--- config.mk ---
export PLATFORM = sky130hd
export DESIGN_NAME = countdown_timer
export DESIGN_NICKNAME = d
export VERILOG_FILES = /design/src/rtl/countdown_timer.sv
export SDC_FILE = /design/constraint.sdc
export NUM_CORES = 1
export LEC_CHECK = 0
export CORE_UTILIZATION = 55
export DETAILED_ROUTE_END_ITERATION = 10
export GPL_TIMING_DRIVEN = 0
export PLACE_DENSITY = 0.73
export REMOVE_ABC_BUFFERS = 1
export SLEW_MARGIN = 20
export SYNTH_ARGS = -nofsm -noshare
export SYNTH_HDL_FRONTEND = slang
export SYNTH_SLANG_ARGS = --single-unit
--- constraint.sdc ---
create_clock -name clk -period 7.3 [get_ports clk]
set_input_delay 1.46 -clock clk [delete_from_list [all_inputs] [get_ports clk]]
set_output_delay 1.46 -clock clk [all_outputs]
set_load 0.05 [all_outputs]
--- src/rtl/countdown_timer.sv ---
// Key-driven MM:SS.cc countdown timer with debounced keys, 7-segment drive and status LEDs.
// Counts the preset down in 10 ms steps, then holds an alarm until a key press or timeout.
module countdown_timer #(
    parameter int DELAY_TIME_10MS = 500000,
    parameter int DEBOUNCE_TIME   = 1000000,
    parameter int ALARM_TIME      = 250000000
) (
    input  logic       clk,
    input  logic       key_reset,
    input  logic       key_start_pause,
    input  logic       key_min_inc,
    input  logic       key_sec_inc,
    output logic [6:0] hex5,
    output logic [6:0] hex4,
    output logic [6:0] hex3,
    output logic [6:0] hex2,
    output logic [6:0] hex1,
    output logic [6:0] hex0,
    output logic       led0,
    output logic       led1,
    output logic       led2,
    output logic       led3
);
    localparam int DBW = $clog2(DEBOUNCE_TIME + 1);
    localparam int PW  = $clog2(DELAY_TIME_10MS + 1);
    localparam int AW  = $clog2(ALARM_TIME + 1);

    localparam logic [1:0] IDLE  = 2'd0;
    localparam logic [1:0] RUN   = 2'd1;
    localparam logic [1:0] PAUSE = 2'd2;
    localparam logic [1:0] ALARM = 2'd3;

    // Key index 0 = start/pause, 1 = min_inc, 2 = sec_inc.
    logic [2:0]     keys, sync1, sync2, deb, press;
    logic [DBW-1:0] stab [3];

    assign keys = {key_sec_inc, key_min_inc, key_start_pause};

    always_ff @(posedge clk) begin
        if (!key_reset) begin
            sync1 <= '1;
            sync2 <= '1;
            deb   <= '1;
            for (int i = 0; i < 3; i++) stab[i] <= '0;
        end else begin
            sync1 <= keys;
            sync2 <= sync1;
            for (int i = 0; i < 3; i++) begin
                if (sync2[i] == deb[i]) begin
                    stab[i] <= '0;
                end else if (stab[i] == DBW'(DEBOUNCE_TIME - 1)) begin
                    stab[i] <= '0;
                    deb[i]  <= sync2[i];
                end else begin
                    stab[i] <= stab[i] + 1'b1;
                end
            end
        end
    end

    // Press fires in the cycle the debounced level is about to fall.
    always_comb begin
        for (int i = 0; i < 3; i++)
            press[i] = (sync2[i] != deb[i]) && (stab[i] == DBW'(DEBOUNCE_TIME - 1)) && !sync2[i];
    end

    logic [1:0]    state;
    logic [3:0]    pm1, pm0, ps1, ps0;
    logic [3:0]    cm1, cm0, cs1, cs0, cc1, cc0;
    logic [3:0]    dm1, dm0, ds1, ds0, dc1, dc0;
    logic [PW-1:0] presc;
    logic [AW-1:0] alarm_cnt;
    logic          tick, dec_zero, preset_nz;

    assign tick      = (presc == PW'(DELAY_TIME_10MS - 1));
    assign preset_nz = |{pm1, pm0, ps1, ps0};

    // BCD decrement by one centisecond; never evaluated at zero since that enters ALARM.
    always_comb begin
        {dm1, dm0, ds1, ds0, dc1, dc0} = {cm1, cm0, cs1, cs0, cc1, cc0};
        if (cc0 != 4'd0) dc0 = cc0 - 4'd1;
        else begin
            dc0 = 4'd9;
            if (cc1 != 4'd0) dc1 = cc1 - 4'd1;
            else begin
                dc1 = 4'd9;
                if (cs0 != 4'd0) ds0 = cs0 - 4'd1;
                else begin
                    ds0 = 4'd9;
                    if (cs1 != 4'd0) ds1 = cs1 - 4'd1;
                    else begin
                        ds1 = 4'd5;
                        if (cm0 != 4'd0) dm0 = cm0 - 4'd1;
                        else begin
                            dm0 = 4'd9;
                            dm1 = cm1 - 4'd1;
                        end
                    end
                end
            end
        end
        dec_zero = ({dm1, dm0, ds1, ds0, dc1, dc0} == 24'd0);
    end

    always_ff @(posedge clk) begin
        if (!key_reset) begin
            state     <= IDLE;
            {pm1, pm0, ps1, ps0} <= '0;
            {cm1, cm0, cs1, cs0, cc1, cc0} <= '0;
            presc     <= '0;
            alarm_cnt <= '0;
        end else begin
            case (state)
                IDLE: begin
                    if (press[0]) begin
                        if (preset_nz) begin
                            {cm1, cm0, cs1, cs0, cc1, cc0} <= {pm1, pm0, ps1, ps0, 8'h00};
                            presc <= '0;
                            state <= RUN;
                        end
                    end else if (press[1]) begin
                        if (pm0 == 4'd9) begin
                            pm0 <= 4'd0;
                            pm1 <= (pm1 == 4'd5) ? 4'd0 : pm1 + 4'd1;
                        end else pm0 <= pm0 + 4'd1;
                    end else if (press[2]) begin
                        if (ps0 == 4'd9) begin
                            ps0 <= 4'd0;
                            ps1 <= (ps1 == 4'd5) ? 4'd0 : ps1 + 4'd1;
                        end else ps0 <= ps0 + 4'd1;
                    end
                end
                RUN: begin
                    presc <= tick ? '0 : presc + 1'b1;
                    if (tick) begin
                        {cm1, cm0, cs1, cs0, cc1, cc0} <= {dm1, dm0, ds1, ds0, dc1, dc0};
                        if (dec_zero) begin
                            state     <= ALARM;
                            alarm_cnt <= '0;
                        end else if (press[0]) state <= PAUSE;
                    end else if (press[0]) state <= PAUSE;
                end
                PAUSE: begin
                    if (press[0])      state <= RUN;
                    else if (press[1]) state <= IDLE;
                end
                default: begin
                    if ((|press) || alarm_cnt == AW'(ALARM_TIME - 1)) begin
                        state     <= IDLE;
                        alarm_cnt <= '0;
                    end else alarm_cnt <= alarm_cnt + 1'b1;
                end
            endcase
        end
    end

    function automatic logic [6:0] seg(input logic [3:0] d);
        case (d)
            4'd0: seg = 7'b1000000;
            4'd1: seg = 7'b1111001;
            4'd2: seg = 7'b0100100;
            4'd3: seg = 7'b0110000;
            4'd4: seg = 7'b0011001;
            4'd5: seg = 7'b0010010;
            4'd6: seg = 7'b0000010;
            4'd7: seg = 7'b1111000;
            4'd8: seg = 7'b0000000;
            4'd9: seg = 7'b0010000;
            default: seg = 7'b1111111;
        endcase
    endfunction

    logic [23:0] show;
    always_comb begin
        case (state)
            IDLE:    show = {pm1, pm0, ps1, ps0, 8'h00};
            ALARM:   show = '0;
            default: show = {cm1, cm0, cs1, cs0, cc1, cc0};
        endcase
    end

    assign hex5 = seg(show[23:20]);
    assign hex4 = seg(show[19:16]);
    assign hex3 = seg(show[15:12]);
    assign hex2 = seg(show[11:8]);
    assign hex1 = seg(show[7:4]);
    assign hex0 = seg(show[3:0]);

    assign led0 = (state == ALARM);
    assign led1 = (state == RUN);
    assign led2 = (state == PAUSE);
    assign led3 = (state == IDLE) && preset_nz;
endmodule

### Word-level counts from Yosys, hierarchy flattened

Memories as Yosys holds them, arrays and structs flattened.
Index checks and enable logic that the tools add are counted.

| word-level totals | value |
|---|---|
| memories kept | 7 |
| memory bits (writable) | 60 |
| memory bits (read-only) | 672 |
| input bits | 5 |
| register bits after elaboration | 98 |
| word-level logic and storage cells | 219 |

| cells by class | value |
|---|---|
| multiplexer cells | 107 |
| add/sub/neg operators | 15 |
| bitwise logic cells | 15 |
| reductions and logical operators | 34 |
| equality and inequality tests | 23 |

Memory list:

| memory | depth | width | rd ports | clocked after Yosys merged registers in | wr ports | RTL line | source |
|---|---|---|---|---|---|---|---|
| (name not given) | 16 | 7 | 1 | 0 | 0 | 158 | `case (d)` |
| (name not given) | 16 | 7 | 1 | 0 | 0 | 158 |  |
| (name not given) | 16 | 7 | 1 | 0 | 0 | 158 |  |
| (name not given) | 16 | 7 | 1 | 0 | 0 | 158 |  |
| (name not given) | 16 | 7 | 1 | 0 | 0 | 158 |  |
| (name not given) | 16 | 7 | 1 | 0 | 0 | 158 |  |
| 1 more memories | n/a | n/a | n/a | n/a | n/a | n/a |  |

Operators by type and width:

| operator | count |
|---|---|
| 20-bit 2-to-1 mux | 9 |
| 4-bit 2-to-1 mux | 40 |
| 28-bit 2-to-1 mux | 3 |
| 20-bit by 1-bit adder with 20-bit output (second input constant) | 3 |
| 20-bit equality test (second input constant) | 3 |
| 19-bit 2-to-1 mux | 3 |
| 28-bit case mux with 2 select lines | 1 |
| 24-bit case mux with 2 select lines | 1 |
| 4-bit case mux with 2 select lines | 6 |
| 19-bit case mux with 2 select lines | 1 |
| 1-bit 2-to-1 mux | 34 |
| 28-bit by 1-bit adder with 28-bit output (second input constant) | 1 |
| 28-bit equality test (second input constant) | 1 |
| 24-bit logical NOT | 1 |
| 4-bit nonzero test | 6 |
| 4-bit by 1-bit subtractor with 4-bit output (second input constant) | 6 |
| 19-bit by 1-bit adder with 19-bit output (second input constant) | 1 |
| 19-bit equality test (second input constant) | 1 |
| 4-bit by 1-bit adder with 4-bit output (second input constant) | 4 |
| 2-bit 2-to-1 mux | 8 |
| 4-bit AND reduction | 4 |
| 16-bit OR reduction | 1 |
| 1-bit bitwise OR | 9 |
| 3-bit AND reduction | 3 |
| other kinds (20) | 44 |

### Depth between registers and ports, before layout

| depth | value |
|---|---|
| depth in word-level cells | 10 |
| gate-level depth with buffers | 13 |

### Worst setup path after synthesis

No wires, ideal clock.

| timing | value |
|---|---|
| kind | register -> output |
| from | register state[0] |
| to | output port hex0[4] |
| path buffers | 4 |
| slack | 2.289 ns |
| stages on the path, launching flop included | 12 |
| required time | 5.840 ns |
| data arrival time | 3.551 ns |
| cell sequence | dfxtp_1 > inv_1 > ha_1 > clkbuf_1 > clkbuf_1 > clkbuf_1 > clkbuf_1 > nand2_1 > ha_1 > a21oi_1 > nor2_1 > a211oi_1 |

| on the way | value |
|---|---|
| word-level cells in the longest chain between the ends | 3 |
| elaborated cells between the ends (all ways) | 4 |
| those cells by class | eq/ne (1); mux (1); reduce/logical (1); memory (1) |

Ends and longest elaborated chain:

| item | RTL line | source |
|---|---|---|
| from (decl) | 67 | `logic [1:0] state;` |
| from (signal assigned) | 107 | `state <= IDLE;` |
| from (signal assigned) | 119 | `state <= RUN;` |
| from (signal assigned) | 138 | `state <= ALARM;` |
| 2-bit equality test or 2-bit logical NOT (tied branches) | 175 | `case (state)` |
| 24-bit case mux with 2 select lines (*) | 175 |  |
| memory read 16 x 7 bit (*) | n/a |  |
| to (decl) | 18 | `output logic [6:0] hex0,` |

Every way passes the cells marked *; elsewhere a longest branch is shown, timed or not.

### Final worst setup path

| timing | value |
|---|---|
| from | register state[0] |
| to | output port hex3[3] |

| on the way | value |
|---|---|
| word-level cells in the longest chain between the ends | 3 |
| elaborated cells between the ends (all ways) | 4 |
| those cells by class | eq/ne (1); mux (1); reduce/logical (1); memory (1) |

Ends and longest elaborated chain:

| item | RTL line | source |
|---|---|---|
| 2-bit equality test or 2-bit logical NOT (tied branches) | 175 |  |
| 24-bit case mux with 2 select lines (*) | 175 |  |
| memory read 16 x 7 bit (*) | n/a |  |
| to (decl) | 15 | `output logic [6:0] hex3,` |

Marks and branches as above.

==> results.yml <==
logic_synthesis:
  synth-simple-area-share: 0.289
  synth-xor-area-share: 0.0661
  yosys_warnings: 0
  synthArstFlopShare: 0
  netlist.area_leader.share: 0.195
  syn_area_per_cell_um2: 8.20
  synth.area.top_cells: "dfxtp_1 19%, edfxtp_1 18%, nor2_1 5.4%, nand2_1 5.0%, ha_1 5.0%"
  ys_seq_area_frac: 0.373
  synth-edff-count: 60
  synth_flop_cell: "dfxtp_1"
  synth_top_family_by_area: "simple AND/OR/NAND/NOR gates"
  ys_ff_latch: 158
  synth_cells: 1229
  synth_compound_area_frac: 0.162
  synthDistinctLibCells: 66
  syn_area_um2: 10100
  yosysTopAreaCell: "dfxtp_1"
  synthMuxAreaShare: 0.0175
  synth-adder-area-share: 0.0497
critical_path:
  arrival_ns: 4.08
  worstPathRequired_ns: 5.84
  path_common_cell: "nor2_1"
  path_buf_inv: 3
  start_kind: "flip-flop"
  max_stage_delay_ns: 0.82
  path_class: "flip-flop to output port"
  cp_cell_sequence: "inv_1 > ha_2 > buf_16 > nor2_1 > a22oi_1 > ha_1 > nor2_1 > a21oi_1 > o21ai_0 > clkdlybuf4s50_1"
  critical_path.top_delay_family: "buffers and inverters"
  cp_slowest_cell: "clkdlybuf4s50_1"
  end_kind: "output port"
  crit_fanout: 34
power_and_ir_drop:
  clkPwrFrac: 0.475
  pwr-share-seq: 0.502
  power_density_nw_per_um2: 163
  p_sw_uw: 410
  combinationalPowerShare: 0.023
  switching_share: 0.218
  peakVddDrop_mv: 0.172
  power.leakage_nw: 4.20
  power_mw: 1.89
  internal-power_mw: 1.47
timing:
  fin_hold_ws_ns: 0.406
  rsz0062_at_grt: "false"
  finalClockSkew_ns: 0.00956
  worst_pin_slew_ns: 1.10
  setup_viol: 0
  finalSetupTns_ns: 0
  slew_violations: 0
  hold_viol_final: 0
  slew_headroom: 0.264
  min_period_ns: 5.54
  min_period_over_period: 0.758
  fmax_ghz: 0.181
placed_design:
  dp_hpwl_um: 15700
  port_buffers: 50
  place_inst: 1509
  gp_congestion: 0.874
  place_area_um2: 10900
grt:
  grt_pass1_vias: 7990
  grt_max_degree: 43
  grt_pass1_wl_um: 37800
  grt_usage: 0.250
  antenna_found_initial: 0
  grt-ovfl-total: 0
floorplanning:
  core_area_um2: 18000
  initial_utilization: 0.561
  rows: 49
  die_w_um: 137
  ios: 51
  die_area_um2: 18900
  die_h_um: 137
clock_network:
  cts_setup_buffers: 0
  numCtsBuffers: 17
  clock-sinks: 158
  ctsResizeCount: 0
  clockBufferDepth: 2
  tritoncts: "done"
  clkTransAtPathRegs_ns: 0.06
  holdBufCountCts: 0
  clock_tree.root_cell: "clkbuf_16"
  clock_latency_ns: 0.43
  h-tree-depth: 4
layout:
  stdcell_count: 1541
  final_area_um2: 11500
  area_growth_pct: 14.5
  drive_gt1_frac: 0.0465
  fillers: 1608
  n_antenna_cell: 0
  num-nets-final: 1344
detailed_routing:
  drtPass1Iterations: 6
  drt.antenna.violating_nets: 0
  wl_per_cell_um: 14.7
  vias_per_cell: 5.79
  finalWirelength_um: 22600
  drc: 0
  vias: 8919
  drt_iter0_drc: 657
hold_path:
  hp-class: "flip-flop to flip-flop"
flow_run:
  maxCapViolCount: 0
outcome:
  run_status: "finished clean"
## per-stage QoR
stage	setup slack (ns)	utilization
after global placement	1.15	0.603
final	1.76	0.642
after floorplan	1.97	-
after global routing	1.51	0.642
after detailed placement	2.23	0.609
after CTS	1.76	0.642
## routing by layer
metal | vias up | wire, um | share of wire | GRT usage
met3 | 28 | 978 | 0.043 | 0.0500
met1 | 4183 | 10500 | 0.46 | 0.328
li1 | 4506 | - | - | -
met2 | 202 | 10700 | 0.48 | 0.414
met5 | - | 0 | 0 | 0
met4 | 0 | 363 | 0.016 | 0.0726
## state kept, by name (all words and copies together) (netlist names), 4 cells and up
signal	count
alarm_cnt	28
cc0	4
cc1	4
cm0	4
cm1	4
cs0	4
cs1	4
pm0	4
pm1	4
presc	19
ps0	4
ps1	4
stab	60
## path summary, 6_finish.rpt
path | depth (start not counted) | slack, ns | start | to
setup / recovery | 10 | 1.76 | state[0]$_SDFFE_PN0P_ | hex3[3]
hold / removal | 1 | 0.41 | sync1[0]$_SDFF_PN1_ | sync2[0]$_SDFF_PN1_
setup reg to reg | 7 | 3.42 | stab[2][8]$_SDFFCE_PN0P_ | ps1[1]$_SDFFE_PN0P_
hold reg to reg | 1 | 0.41 | sync1[0]$_SDFF_PN1_ | sync2[0]$_SDFF_PN1_
## cell families (layout without fill, tap and decap cells)
| group | Yosys count | count (layout) |
|---|---|---|
| simple gates | 572 | 572 |
| other cells | 1 | 60 |
| fa+ha+maj | 40 | 40 |
| buf+inv | 107 | 131 |
| flops | 158 | 158 |
| xor+xnor | 76 | 76 |
| compound gates | 258 | 258 |
| mux | 17 | 17 |
## area by class of cell
| cell class | count | area (um2) | share of cell area |
|---|---|---|---|
| repair buffers | 54 | 586 | 0.0507 |
| well taps | 229 | 287 | 0.0248 |
| inverters | 45 | 169 | 0.0146 |
| clock buffers | 21 | 462 | 0.0400 |
| clock inverters | 11 | 133 | 0.0115 |
| flip-flops and latches | 158 | 3760 | 0.326 |
| multi-input cells | 1023 | 6140 | 0.532 |
## cell usage after synthesis (23+ instances only)
library cell and count:
nor2_1 144, o31ai_1 24, clkbuf_1 53, edfxtp_1 60
xnor2_1 29, inv_1 45, ha_1 40, nand2_1 134
o21ai_0 54, dfxtp_1 98, nand4_1 23, a21oi_1 74
or4_1 24, nand3_1 58, and3_1 35, xor2_1 47
## layout by cell type, fill, tap and decap left out, types with 6 or more instances in the layout
cell / instances
mux2i_1: 12
xnor2_1: 29
nor2b_1: 21
o22ai_1: 13
nand4b_1: 6
o211ai_1: 8
or4_1: 24
nor2_1: 144
and2_1: 16
clkdlybuf4s50_1: 49
a21boi_0: 19
nand2b_1: 12
clkbuf_16: 18
nand2_1: 134
conb_1: 60
a31oi_1: 10
nor3_1: 19
ha_1: 38
dfxtp_1: 98
nor4_1: 21
or2_2: 6
a211oi_1: 7
and3_1: 35
o31ai_1: 24
nand3_1: 58
o21a_1: 9
a21oi_1: 74
inv_1: 45
xor2_1: 47
a22oi_1: 6
nand4_1: 23
o21ai_0: 54
and4_1: 6
or3_1: 22
edfxtp_1: 60
## power by group through the flow
stage          Combinational [mW]  Clock [mW]  Sequential (mW)
2_1_floorplan              0.0282           0            0.961
3_3_place_gp               0.0409           0            0.965
3_5_place_dp               0.0427           0            0.965
4_1_cts                    0.0431       0.910            0.946
5_1_grt                    0.0501       0.954            0.948
6_report                   0.0439       0.895            0.946
(Power assumes the default switching activity.)
